===== config.mk =====
export PLATFORM = sky130hd
export DESIGN_NAME = uart_tx_arbiter
export DESIGN_NICKNAME = d
export VERILOG_FILES = /design/src/rtl/uart_tx_arbiter.sv
export SDC_FILE = /design/constraint.sdc
export NUM_CORES = 1
export LEC_CHECK = 0
export CAP_MARGIN = 25
export CORE_UTILIZATION = 53
export CTS_CLUSTER_DIAMETER = 30
export DETAILED_ROUTE_END_ITERATION = 7
export PLACE_DENSITY_LB_ADDON = 0.15
export SYNTH_ARGS = -nofsm -noshare
export SYNTH_HDL_FRONTEND = slang
export SYNTH_SLANG_ARGS = --single-unit

===== constraint.sdc =====
create_clock -name sys_clk -period 2.4 [get_ports sys_clk]
set_clock_uncertainty 0.05 [all_clocks]
set_input_delay 0.36 -clock sys_clk [delete_from_list [all_inputs] [get_ports sys_clk]]
set_output_delay 0.36 -clock sys_clk [all_outputs]
set_load 0.01 [all_outputs]

===== src/rtl/uart_tx_arbiter.sv =====
// uart_tx_arbiter
// Round-robin scheduler sharing one uart_send byte transmitter between three
// report sources (0 = temperature, 1 = time, 2 = alarm). Each source request
// snapshots its payload into a shadow register. The FSM frames the winner
// into a packet and feeds it byte by byte through the uart_en/uart_tx_busy
// handshake.
//
// Optional feature: define UART_ARB_CHECKSUM_EN to append a modulo-256
// checksum byte (type byte + data bytes, header excluded) to every packet.
//
// Parameters:
//   BUSY_WAIT  cycles to wait for uart_tx_busy to rise before the byte is
//              treated as sent
//   HEADER     first byte of every packet
// Ports:
//   sys_clk, sys_rst_n         clock, asynchronous active-low reset
//   req_temp,  temp_data       temperature request + payload
//   req_time,  time_hour/min/sec   time request + payload
//   req_alarm, alarm_hour/min  alarm request + payload
//   uart_tx_busy               busy flag from uart_send
//   uart_en, uart_din          one-cycle byte strobe and byte to uart_send
//   grant_id                   source in flight (3 = none)
//   arb_busy                   high whenever the FSM is not idle
//   done                       one-cycle pulse per source on packet completion
//   overwrite                  one-cycle pulse when an unsent payload is replaced
module uart_tx_arbiter #(
  parameter int          BUSY_WAIT = 16,
  parameter logic [7:0]  HEADER    = 8'hA5
) (
  input  logic       sys_clk,
  input  logic       sys_rst_n,
  input  logic       req_temp,
  input  logic [7:0] temp_data,
  input  logic       req_time,
  input  logic [7:0] time_hour,
  input  logic [7:0] time_min,
  input  logic [7:0] time_sec,
  input  logic       req_alarm,
  input  logic [7:0] alarm_hour,
  input  logic [7:0] alarm_min,
  input  logic       uart_tx_busy,
  output logic       uart_en,
  output logic [7:0] uart_din,
  output logic [1:0] grant_id,
  output logic       arb_busy,
  output logic [2:0] done,
  output logic [2:0] overwrite
);

  typedef enum logic [2:0] {IDLE, LOAD, SEND, WAIT_HI, WAIT_LO, DONE} state_t;

  localparam int             CW        = (BUSY_WAIT > 1) ? $clog2(BUSY_WAIT) : 1;
  localparam logic [CW-1:0]  WAIT_LAST = CW'(BUSY_WAIT - 1);

  state_t        state_reg, state_next;
  logic [2:0]    pending_reg;
  logic [2:0]    overwrite_reg;
  logic [7:0]    temp_sh_reg, hour_sh_reg, min_sh_reg, sec_sh_reg;
  logic [7:0]    ahour_sh_reg, amin_sh_reg;
  logic [1:0]    last_grant_reg, grant_reg;
  logic [7:0]    pkt_reg [0:5];
  logic [2:0]    idx_reg, last_idx_reg;
  logic [CW-1:0] wait_cnt_reg;

  logic [2:0]    req;
  logic          load;
  logic [1:0]    c0, c1, c2, win;
  logic [7:0]    load_bytes [0:5];
  logic [2:0]    load_last;

  assign req  = {req_alarm, req_time, req_temp};
  assign load = (state_reg == LOAD);

`ifdef UART_ARB_CHECKSUM_EN
  localparam logic [2:0] CHK_LEN = 3'd1;
  logic [7:0] chk_temp, chk_time, chk_alarm;
  assign chk_temp  = 8'h01 + temp_sh_reg;
  assign chk_time  = 8'h02 + hour_sh_reg + min_sh_reg + sec_sh_reg;
  assign chk_alarm = 8'h03 + ahour_sh_reg + amin_sh_reg;
`else
  localparam logic [2:0] CHK_LEN = 3'd0;
`endif

  // Round-robin search order starts one past the last granted source.
  always_comb begin
    c0 = (last_grant_reg == 2'd2) ? 2'd0 : last_grant_reg + 2'd1;
    c1 = (c0 == 2'd2) ? 2'd0 : c0 + 2'd1;
    c2 = (c1 == 2'd2) ? 2'd0 : c1 + 2'd1;
    if (pending_reg[c0])      win = c0;
    else if (pending_reg[c1]) win = c1;
    else                      win = c2;
  end

  // Packet image of the current winner, built from its shadow registers.
  always_comb begin
    for (int i = 0; i < 6; i++) load_bytes[i] = 8'h00;
    load_bytes[0] = HEADER;
    load_last     = 3'd0;
    case (win)
      2'd0: begin
        load_bytes[1] = 8'h01;
        load_bytes[2] = temp_sh_reg;
`ifdef UART_ARB_CHECKSUM_EN
        load_bytes[3] = chk_temp;
`endif
        load_last = 3'd2 + CHK_LEN;
      end
      2'd1: begin
        load_bytes[1] = 8'h02;
        load_bytes[2] = hour_sh_reg;
        load_bytes[3] = min_sh_reg;
        load_bytes[4] = sec_sh_reg;
`ifdef UART_ARB_CHECKSUM_EN
        load_bytes[5] = chk_time;
`endif
        load_last = 3'd4 + CHK_LEN;
      end
      default: begin
        load_bytes[1] = 8'h03;
        load_bytes[2] = ahour_sh_reg;
        load_bytes[3] = amin_sh_reg;
`ifdef UART_ARB_CHECKSUM_EN
        load_bytes[4] = chk_alarm;
`endif
        load_last = 3'd3 + CHK_LEN;
      end
    endcase
  end

  // Pending bits and shadows. A request in the LOAD cycle of its own source
  // wins over the clear: the packet takes the old shadow, the new payload
  // stays pending. That payload was being sent, so it is not an overwrite.
  always_ff @(posedge sys_clk or negedge sys_rst_n) begin
    if (!sys_rst_n) begin
      pending_reg   <= 3'b000;
      overwrite_reg <= 3'b000;
      temp_sh_reg   <= 8'h00;
      hour_sh_reg   <= 8'h00;
      min_sh_reg    <= 8'h00;
      sec_sh_reg    <= 8'h00;
      ahour_sh_reg  <= 8'h00;
      amin_sh_reg   <= 8'h00;
    end else begin
      for (int i = 0; i < 3; i++) begin
        if (req[i])                          pending_reg[i] <= 1'b1;
        else if (load && (win == 2'(i)))     pending_reg[i] <= 1'b0;
        overwrite_reg[i] <= req[i] && pending_reg[i] && !(load && (win == 2'(i)));
      end
      if (req_temp) temp_sh_reg <= temp_data;
      if (req_time) begin
        hour_sh_reg <= time_hour;
        min_sh_reg  <= time_min;
        sec_sh_reg  <= time_sec;
      end
      if (req_alarm) begin
        ahour_sh_reg <= alarm_hour;
        amin_sh_reg  <= alarm_min;
      end
    end
  end

  // Packet buffer, byte index, grant bookkeeping and busy-wait counter.
  always_ff @(posedge sys_clk or negedge sys_rst_n) begin
    if (!sys_rst_n) begin
      for (int i = 0; i < 6; i++) pkt_reg[i] <= 8'h00;
      idx_reg        <= 3'd0;
      last_idx_reg   <= 3'd0;
      last_grant_reg <= 2'd2;
      grant_reg      <= 2'd3;
      wait_cnt_reg   <= '0;
    end else begin
      case (state_reg)
        LOAD: begin
          for (int i = 0; i < 6; i++) pkt_reg[i] <= load_bytes[i];
          idx_reg        <= 3'd0;
          last_idx_reg   <= load_last;
          last_grant_reg <= win;
          grant_reg      <= win;
        end
        WAIT_LO: begin
          if (!uart_tx_busy && (idx_reg != last_idx_reg)) idx_reg <= idx_reg + 3'd1;
        end
        DONE:    grant_reg <= 2'd3;
        default: ;
      endcase
      wait_cnt_reg <= (state_reg == WAIT_HI) ? wait_cnt_reg + CW'(1) : '0;
    end
  end

  // FSM state register.
  always_ff @(posedge sys_clk or negedge sys_rst_n) begin
    if (!sys_rst_n) state_reg <= IDLE;
    else            state_reg <= state_next;
  end

  // FSM next state. DONE goes straight to LOAD for back-to-back packets.
  always_comb begin
    state_next = state_reg;
    case (state_reg)
      IDLE:    if (|pending_reg) state_next = LOAD;
      LOAD:    state_next = SEND;
      SEND:    state_next = WAIT_HI;
      WAIT_HI: if (uart_tx_busy || (wait_cnt_reg == WAIT_LAST)) state_next = WAIT_LO;
      WAIT_LO: if (!uart_tx_busy) state_next = (idx_reg == last_idx_reg) ? DONE : SEND;
      DONE:    state_next = (|pending_reg) ? LOAD : IDLE;
      default: state_next = IDLE;
    endcase
  end

  // FSM outputs. uart_din holds the current byte for the whole byte period.
  always_comb begin
    uart_en   = (state_reg == SEND);
    uart_din  = 8'h00;
    if ((state_reg == SEND) || (state_reg == WAIT_HI) || (state_reg == WAIT_LO))
      uart_din = pkt_reg[idx_reg];
    arb_busy  = (state_reg != IDLE);
    done      = (state_reg == DONE) ? (3'b001 << grant_reg) : 3'b000;
    grant_id  = grant_reg;
    overwrite = overwrite_reg;
  end

endmodule


# ---- Word level (Yosys, flattened, before mapping)
# Cells that the tools add are included.
# W data, S select, Z words.
dict set report totals {
  elab_cells 110
  out_inout_bits 18
  regBits 104
  input_bits 54
}
dict set report op_classes {
  muxes 34
  magnitude_cmp 3
  n_reduce_logical 28
  n_bitwise 1
  shifts 1
  n_addsub 5
  eq_ne 17
}
# operator count
set op_table {}
lappend op_table {{$mux W8} 4}
lappend op_table {{$bmux W8 S3} 1}
lappend op_table {{$pmux W10 S2} 1}
lappend op_table {{$mux W3} 6}
lappend op_table {{$pmux W3 S6} 1}
lappend op_table {{$pmux W8 S2} 1}
lappend op_table {{$pmux W3 S2} 2}
lappend op_table {{$logic_and A1 B1 Y1} 10}
lappend op_table {{$mux W2} 5}
lappend op_table {{$reduce_bool A2 Y1} 5}
lappend op_table {{$mux W1} 9}
lappend op_table {{$eq A2 B2 Y1 const B} 4}
lappend op_table {{$add A2 B1 Y2 const B} 3}
lappend op_table {{$eq A3 B2 Y1 const B} 2}
lappend op_table {{$eq A3 B3 Y1 const B} 2}
lappend op_table {{$lt A2 B3 Y1 const B} 2}
lappend op_table {{$ne A2 B2 Y1 const B} 3}
lappend op_table {{$add A4 B1 Y4 const B} 1}
lappend op_table {{$bmux W1 S2} 2}
lappend op_table {{$eq A4 B4 Y1 const B} 1}
lappend op_table {{$ge A4 B4 Y1 const B} 1}
lappend op_table {{$logic_not A1 Y1} 4}
lappend op_table {{$mux W4} 1}
lappend op_table {{$not A3 Y4} 1}
lappend op_table {{15 further kinds} 17}

# ---- Longest topological paths before layout
# Gate-level depths: netlist of the first run.
dict set report depth {
  depth_word 12
  ltp_mapped 7
  depth_no_buf 5
}

# ---- Worst setup path before layout of the first run
# No wires, ideal clock.
dict set report synth_path {
  path_kind {reg2out}
  startpoint {register idx_reg[0]}
  endpoint {output uart_din[5]}
  path_slack_ns 0.480
  required_ns 1.990
  path_stages_with_launch 8
  n_path_buf 2
  arrival_ns 1.510
  path_cell_list {dfrtp_1 buf_2 buf_2 nor2_1 nand2_1 a21oi_1 a31oi_1 nor2_1}
}
dict set report synth_between {
  elab_chain_cells 5
}
# item line
set synth_lines {}
lappend synth_lines {{start, declared} 62} ;# logic [2:0] idx_reg, last_idx_reg;
lappend synth_lines {{start signal, assigned} 181} ;# if (!uart_tx_busy && (idx_reg != last_idx_reg)) idx_reg <= idx_reg + 3'd1;
lappend synth_lines {{$not A3 Y4 (not written as such)} 215} ;# uart_din = pkt_reg[idx_reg];
lappend synth_lines {{$bmux W8 S3} 215}
lappend synth_lines {{$mux W8 (not written as such) (2 in series)} 215}
lappend synth_lines {{$mux W8} 214} ;# if ((state_reg == SEND) || (state_reg == WAIT_HI) || (state_reg == WAIT_LO))
lappend synth_lines {{end, declared} 43} ;# output logic [7:0] uart_din,
# No other way between the ends. The select of a mux whose other input is x is not followed.

# ---- Final worst setup path of the first run
dict set report layout_path {
  startpoint {register idx_reg[0]}
  endpoint {output uart_din[3]}
}
# Same word-level chain as after synthesis.

==> results of run 1 <==
## power breakdown
part / switching [mW] / leakage [nW] / internal, mW / total (mW)
logic: 1.23 / 1.13 / 1.17 / 2.41
registers: 0.373 / 1.14 / 2.10 / 2.48
clock network: 0.597 / 0.0905 / 0.396 / 0.992
total: 2.20 / 2.36 / 3.67 / 5.87
## cell type report
cell class	instances	area (µm²)	share of cell area
inverter	1	3.75	0.000691
tap	102	128	0.0235
multi-input combinational	241	1750	0.323
sequential	97	2440	0.449
clock inverter	7	65.1	0.0120
timing repair buffer	96	923	0.170
clock buffer	9	124	0.0228
## metal layers
layer	part of all wire	wire length, µm	global-route usage
met4	0.017	155	0.0651
met3	0.034	307	0.0522
met5	0	0	0
met2	0.49	4460	0.375
met1	0.45	4100	0.325
## path summary, 6_finish.rpt
check                           startpoint               to  slack, ns  depth (start not counted)
max reg2reg                     idx_reg[0]       idx_reg[0]       0.47                          7
min reg2reg                wait_cnt_reg[0]  wait_cnt_reg[0]       0.43                          1
max                             idx_reg[0]      uart_din[3]        0.1                          6
max in group asynchronous        sys_rst_n      pkt_reg[21]       1.12                          3
min                        wait_cnt_reg[0]  wait_cnt_reg[0]       0.43                          1
min in group asynchronous        sys_rst_n   hour_sh_reg[2]       0.48                          2
## cells by family after synthesis
family                   Yosys count  share of synthesized area
AO/OA/AOI/OAI                     76                      0.123
buffers and inverters             25                     0.0286
XOR/XNOR                           5                     0.0102
AND/OR/NAND/NOR                  100                      0.112
flip-flops                        97                      0.567
adder cells (fa/ha/maj)            2                    0.00583
multiplexers                      58                      0.154
## what timing repair did
item / 4_1_cts / 5_1_grt
setup buffers: 1 / 5
gates resized for setup: 5 / 15
endpoints found under the setup margin: 10 / 9
hold buffers: 1 / 0
hold endpoints to repair: 40 / 0
pin swaps: 0 / 0
## synthesized netlist by cell type, types with 3 or more instances
| cell | count |
|---|---|
| a21o_1 | 4 |
| a21oi_1 | 21 |
| a221oi_1 | 8 |
| a22o_1 | 11 |
| a22oi_1 | 7 |
| a31oi_1 | 8 |
| and3_1 | 6 |
| buf_2 | 5 |
| buf_6 | 3 |
| clkbuf_1 | 14 |
| dfrtp_1 | 94 |
| dfstp_2 | 3 |
| mux2_2 | 53 |
| mux2i_1 | 4 |
| nand2_1 | 20 |
| nand2b_1 | 5 |
| nand3b_1 | 3 |
| nor2_1 | 47 |
| nor3_1 | 3 |
| o21a_1 | 4 |
| o21ai_0 | 6 |
| xnor2_1 | 4 |
## metrics by stage
step                      TNS [ns]  hold slack (ns)
final                            0            0.435
after global routing      -0.00514            0.455
after CTS                  -0.0889            0.435
after detailed placement         0            0.349
after global placement           0            0.345
after floorplan                  0           0.0144
==> impl_metrics.csv, run 1 <==
group,metric,value,unit
status,outcome,"complete, no violations",
global_route,grt_start_max_net_pins,46,
pwr,total_leakage_power,2.36,nW
synth,synth_top_area_cell,"dfrtp_1",
setup_path,cp_cell_sequence,"buf_4 > mux2i_1 > nor2_1 > a31oi_1 > nor2_1 > clkdlybuf4s50_1",
sta,final.setup.worst_slack,0.0965,ns
pwr,power_density,1080,nW/µm²
cts,cts_tree,"built",
placement,dpl-instance-area,5150,µm²
setup_path,critical_path.endpoint_type,"primary output",
floorplan,core,7770,µm²
placement,dpl.cell_count,530,
global_route,track_usage,0.235,
setup_path,critPathArrivalTime,1.89,ns
sta,fin_crit,2.30,ns
layout,area_growth_syn_to_layout,26.7,%
layout,layout.nets,502,
setup_path,cp_slowest_stage_delay,0.47,ns
pwr,ir_drop,0.638,mV
drt,finalWirelength,9020,µm
setup_path,crit_buf_inv,2,
floorplan,rows,32,
cts,cts-root-buf,"clkbuf_8",
global_route,overflow,0,
drt,firstDrtPassIters,4,
layout,diodes,0,
layout,final_common_cell,"dfrtp_1",
drt,vias_per_cell,5.58,
sta,setup_viol,0,
synth,ys_async_sr_fraction,1.00,
layout,final_util,0.700,
layout,fin_area,5430,µm²
setup_path,critPathSlowestCell,"clkdlybuf4s50_1",
drt,drt_iter0_drc,173,
synth,synth_edf_count,0,
drt,routedWlPerCell,16.3,µm
synth,ys_seq_area_frac,0.567,
setup_path,crit_path_max_fanout,6,
flow_run,drv_cap,0,
cts,cts_buffer_depth,2,
sta,hold_violations,0,
sta,period_share,0.960,
sta,fmax,434,MHz
synth,ys.warnings.count,0,
placement,globalplace.congestion,0.805,
setup_path,cp-start-kind,"register",
layout,final_cell_mix,"89 x dfrtp_1, 62 x clkdlybuf4s50_1, 53 x mux2_2",
layout,drive_gt1_frac,0.255,
cts,clk_latency,0.36,ns
synth,syn-cell-area,4290,µm²
synth,synth.area.top_cells,"dfrtp_1 55%, mux2_2 14%, nor2_1 4.1%, a21oi_1 2.5%, a22o_1 2.2%",
synth,synth_area_per_cell,11.8,µm²
synth,synth_top_area_frac,0.548,
floorplan,start_util,0.552,
floorplan,dieHeight,92.0,µm
synth,yosysUniqueCellTypes,45,
synth,netlist_instances,363,
pwr,power,5.87,mW
setup_path,crit_top_cell,"nor2_1",
cts,cts.sinks,97,
setup_path,criticalPathCategory,"reg2out",
synth,ys.flop_type,"dfrtp_1",
synth,synth_seq_cells,97,
placement,dp_slack,0.194,ns
drt,drc,0,
sta,slew_viol_final,0,
cts,numCtsBuffers,9,
layout,fillers,595,
floorplan,dieArea,8460,µm²
floorplan,die_w,92.0,µm
floorplan,num_io_pins,72,
setup_path,critPathTopFamily,"buffers and inverters",
global_route,grt_pass1_vias,3113,
placement,hpwl,6490,µm
layout,final_cell_count_no_fill,553,
setup_path,cp.required,1.99,ns
global_route,antenna_found_initial,0,
layout,largest_reg_flops,26,
cts,clk_pin_slew_worst_paths,0.09,ns
placement,portBuffers,71,
min_path,hp-class,"reg2reg",
drt,vias,3083,
drt,ant_nets,0,
cts,ctsHtreeMaxLevel,3,
synth,synth_fp_nets,419,
global_route,grt_pass1_wl,15300,µm
sta,relSlewSlack,0.620,
sta,worst_pin_slew,0.570,ns
No activity file was read; power rests on OpenSTA's default activity.
==> run 2: changes to the inputs <==
Settings changed: CAP_MARGIN 25 to not set, CTS_CLUSTER_SIZE set to 30, MAX_ROUTING_LAYER set to met4.
==> impl_metrics.csv, run 2 (same netlist as run 1, synthesis figures left out) <==
group,metric,value,unit
status,outcome,"complete, no violations",
setup_path,cp-start-kind,"register",
setup_path,r2r-end,"idx_reg[0]",
global_route,grt_pass1_vias,3098,
layout,layout.nets,502,
floorplan,dieHeight,92.0,µm
drt,routedWlPerCell,16.3,µm
layout,area_growth_syn_to_layout,26.7,%
global_route,overflow,0,
cts,cts_buffer_depth,2,
sta,tns,0,ns
pwr,total_leakage_power,2.36,nW
layout,final_cell_mix,"89 x dfrtp_1, 62 x clkdlybuf4s50_1, 53 x mux2_2",
min_path,hp-class,"reg2reg",
layout,largest_reg_flops,26,
layout,final_cell_count_no_fill,553,
setup_path,crit_buf_inv,2,
min_path,hp-start,"wait_cnt_reg[0]",
sta,period_share,0.961,
cts,numCtsBuffers,9,
sta,relSlewSlack,0.618,
setup_path,critPathTopFamily,"buffers and inverters",
floorplan,core,7770,µm²
layout,multi_input_area,1750,µm²
cts,clk_pin_slew_worst_paths,0.09,ns
min_path,worst_hold_path.endpoint,"wait_cnt_reg[0]",
setup_path,crit_path_max_fanout,6,
setup_path,criticalPathCategory,"reg2out",
setup_path,r2r_cells,7,
setup_path,critPathArrivalTime,1.90,ns
setup_path,cp_cell_sequence,"buf_4 > mux2i_1 > nor2_1 > a31oi_1 > nor2_1 > clkdlybuf4s50_1",
drt,vias_per_cell,5.56,
cts,ctsHtreeMaxLevel,3,
floorplan,start_util,0.552,
floorplan,num_io_pins,72,
global_route,track_usage,0.242,
floorplan,die_w,92.0,µm
sta,setup_viol,0,
cts,cts.sinks,97,
layout,fillers,595,
placement,portBuffers,71,
flow_run,drv_cap,0,
placement,dpl.cell_count,530,
floorplan,dieArea,8460,µm²
cts,cts_tree,"built",
drt,vias,3073,
placement,hpwl,6490,µm
global_route,grt_start_max_net_pins,46,
setup_path,rrSetupSlack,0.46,ns
setup_path,critical_path.endpoint_type,"primary output",
placement,globalplace.congestion,0.816,
setup_path,cp_slowest_stage_delay,0.47,ns
drt,drc,0,
setup_path,crit_top_cell,"nor2_1",
drt,finalWirelength,9030,µm
sta,worst_pin_slew,0.573,ns
sta,hold_violations,0,
layout,final_common_cell,"dfrtp_1",
cts,cts-root-buf,"clkbuf_8",
sta,slew_viol_final,0,
sta,fin_crit,2.31,ns
layout,drive_gt1_frac,0.255,
cts,clk_latency,0.36,ns
sta,fmax,434,MHz
global_route,grt_pass1_wl,15300,µm
drt,firstDrtPassIters,4,
setup_path,critPathSlowestCell,"clkdlybuf4s50_1",
floorplan,rows,32,
setup_path,cp.required,1.99,ns
pwr,ir_drop,0.640,mV
pwr,power_density,1080,nW/µm²
setup_path,r2r_start,"idx_reg[0]",
layout,diodes,0,
global_route,antenna_found_initial,0,
min_path,hold_depth,1,
drt,drt_iter0_drc,176,
drt,ant_nets,0,
layout,seqCellArea,2440,µm²
==> run 2: worst max path at each step <==
| stage | from | end | slack, ns | depth (start not counted) |
|---|---|---|---|---|
| finish | idx_reg[0] | uart_din[3] | 0.09 | 6 |
| floorplan | idx_reg[0] | uart_din[5] | 0.48 | 7 |
| global placement | idx_reg[0] | uart_din[7] | 0.23 | 6 |
| detailed placement | idx_reg[0] | uart_din[0] | 0.19 | 4 |
| global route | state_reg[1] | done[0] | -0.005 | 4 |
| CTS | idx_reg[1] | uart_din[7] | -0.04 | 6 |
==> run 2: per-layer routing <==
layer | global-route usage | routed length, µm | vias to the layer above
met5 | - | 0 | -
met4 | 0.0651 | 145 | 0
met3 | 0.0522 | 318 | 12
met2 | 0.375 | 4440 | 72
met1 | 0.327 | 4130 | 1525
li1 | - | - | 1464
==> run 2: area by class of cell <==
type                    count  area share
clock buffers               9      0.0228
clock inverters             7      0.0120
inverters                   1    0.000691
multi-input cells         241       0.323
flip-flops and latches     97       0.449
well taps                 102      0.0235
repair buffers             96       0.170
==> run 2: metrics by stage <==
step           power, mW  cell area [µm²]   util  hold WS [ns]  setup WS [ns]
3_3_place_gp        4.79             5150  0.663         0.345          0.229
2_1_floorplan       3.98             4290      -        0.0144          0.480
6_report            5.87             5430  0.700         0.435         0.0938
3_5_place_dp        4.86             5150  0.663         0.349          0.194
4_1_cts             5.87             5360  0.690         0.435        -0.0357
5_1_grt             6.29             5430  0.700         0.455       -0.00514
==> run 2: where the power goes <==
| group | switching, mW | leakage [nW] | internal (mW) |
|---|---|---|---|
| Sequential | 0.368 | 1.14 | 2.10 |
| Clock | 0.599 | 0.0905 | 0.396 |
| Combinational | 1.23 | 1.13 | 1.17 |
==> run 2: what timing repair did <==
item / 4_1_cts / 5_1_grt
hold buffers: 1 / 0
endpoints found under the setup margin: 10 / 9
hold endpoints to repair: 40 / 0
pin swaps: 0 / 0
gates resized for setup: 5 / 15
buffers inserted: 1 / 5
==> RTL edit, RTL diff (flow settings as in run 2) <==
The parameter `BUSY_WAIT` goes from 16 to 64.
--- a/src/rtl/uart_tx_arbiter.sv
+++ b/src/rtl/uart_tx_arbiter.sv
@@ -24,7 +24,7 @@
 //   done                       one-cycle pulse per source on packet completion
 //   overwrite                  one-cycle pulse when an unsent payload is replaced
 module uart_tx_arbiter #(
-  parameter int          BUSY_WAIT = 16,
+  parameter int          BUSY_WAIT = 64,
   parameter logic [7:0]  HEADER    = 8'hA5
 ) (
   input  logic       sys_clk,
Function: no difference found for any inputs over 10 cycles, from zero or initial values and one cycle with sys_rst_n low; that may be too few to reach the edited logic, so the function may still have changed.
==> RTL edit against run 2 <==
Cell count up 0.54%; setup slack improved by 0.018 ns; sequential cell count grew 2; first-iteration DRC count fell by 14%; via count grew 3.8%; area after synthesis is 2.6% higher; final area barely moved; non-clock buffer count shrank 8; total power fell by 5.9%; wire length up 3.4%; critical path depth stayed put; combinational power shrank 15%; critical path type unchanged; largest power group unchanged; highest routed layer unchanged.
==> RTL edit: results <==
export IMPL_status="finished, final reports clean"
export IMPL_crit_arrival_ns=1.88
export IMPL_critPathMaxFanout=5
export IMPL_synthCells=378
export IMPL_placed_cells=538
export IMPL_ys_types=46
export IMPL_cts_htree_levels=3
export IMPL_critical_path_max_stage_delay_ns=0.45
export IMPL_ff2ff_setup_slack_ns=0.64
export IMPL_netlist_area_leader_share_pct=54.6
export IMPL_muxShareOfSynthArea_pct=11.6
export IMPL_first_global_vias=3312
export IMPL_instances_no_fill=556
export IMPL_nFillCells=619
export IMPL_grt_pass1_wl_um=16000
export IMPL_drive_gt1_share_pct=20.5
export IMPL_dp_hpwl_um=6690
export IMPL_clk_latency_ns=0.37
export IMPL_syn_to_final_growth_pct=23.5
export IMPL_vias=3191
export IMPL_synth_xor_area_share_pct=1.39
export IMPL_crit_family="flip-flops"
export IMPL_tightestPinTransition_ns=0.542
export IMPL_placed_area_um2=5190
export IMPL_critPathSlowestCell="dfrtp_2"
export IMPL_place_ws_ns=0.150
export IMPL_peakVddDrop_uv=404
export IMPL_ys_seq_area_share_pct=56.4
export IMPL_place_congestion=0.861
export IMPL_hold_path_end="wait_cnt_reg[0]"
export IMPL_synthTopCellsByArea="dfrtp_1 (55%), mux2_2 (10%), a32oi_1 (3.2%)"
export IMPL_fin_hold_ws_ns=0.441
export IMPL_reg2reg_from="state_reg[1]"
export IMPL_first_iter_violations=151
export IMPL_synth_top_cells_by_count="dfrtp_1 (96), mux2_2 (40), nand2_1 (37)"
export IMPL_syn_num_nets=434
export IMPL_grt_max_degree=41
export IMPL_p_leak_nw=2.40
export IMPL_ctsResizeCount=14
export IMPL_routedWlPerCell_um=16.8
export IMPL_fin_nets=505
export IMPL_synth_compound_area_share_pct=14.9
export IMPL_reg2regPathDepth=5
export IMPL_synth_adder_area_share_pct=0.569
RTL edit: cell count changes in the layout (fill, tap and decap cells not counted), sizes merged, moves of 12 or more:
cell / run 2 / this run
a21oi: 22 / 10
a32oi: 0 / 16
inv: 3 / 16
mux2: 53 / 40
nand2: 20 / 37
nor2: 47 / 24
RTL edit: how the worst max path moves through the flow:
stage / start / end / slack [ns] / cells after the start
finish: idx_reg[1] / uart_din[6] / 0.11 / 6
global route: idx_reg[1] / uart_din[4] / -0.00004 / 6
CTS: idx_reg[1] / uart_din[5] / -0.07 / 5
detailed placement: state_reg[2] / uart_din[0] / 0.15 / 5
global placement: state_reg[2] / uart_din[0] / 0.26 / 5
floorplan: idx_reg[1] / uart_din[7] / 0.73 / 5
RTL edit: where the power goes:
group / internal [W] / switching, W / leakage [nW]
Sequential: 0.00210 / 0.000350 / 1.19
Clock: 0.000416 / 0.000602 / 0.0908
Combinational: 0.000951 / 0.00111 / 1.12
RTL edit: worst reg2reg max path: cells and delay by family (launching register included):
kind                   cells  cell delay, ns
buffers and inverters      1            0.20
AOI/OAI and AO/OA          1            0.43
DFF                        1            0.45
and+or+nand+nor            3            0.52
RTL edit: routing by layer:
layer  GRT usage [%]  part of all wire [%]  vias to the layer above
met4            7.95                   1.8                        0
met2            38.7                    50                       88
met3            5.61                   4.2                       16
met5               -                     0                        -
met1            32.2                    44                     1592
li1                -                     -                     1495
RTL edit: layout make-up:
class	count	share of cell area, %
Tap cell	102	2.35
Multi-Input combinational cell	237	31.9
Clock inverter	6	0.898
Clock buffer	10	2.53
Timing Repair Buffer	88	15.7
Inverter	14	0.967
Sequential cell	99	45.7
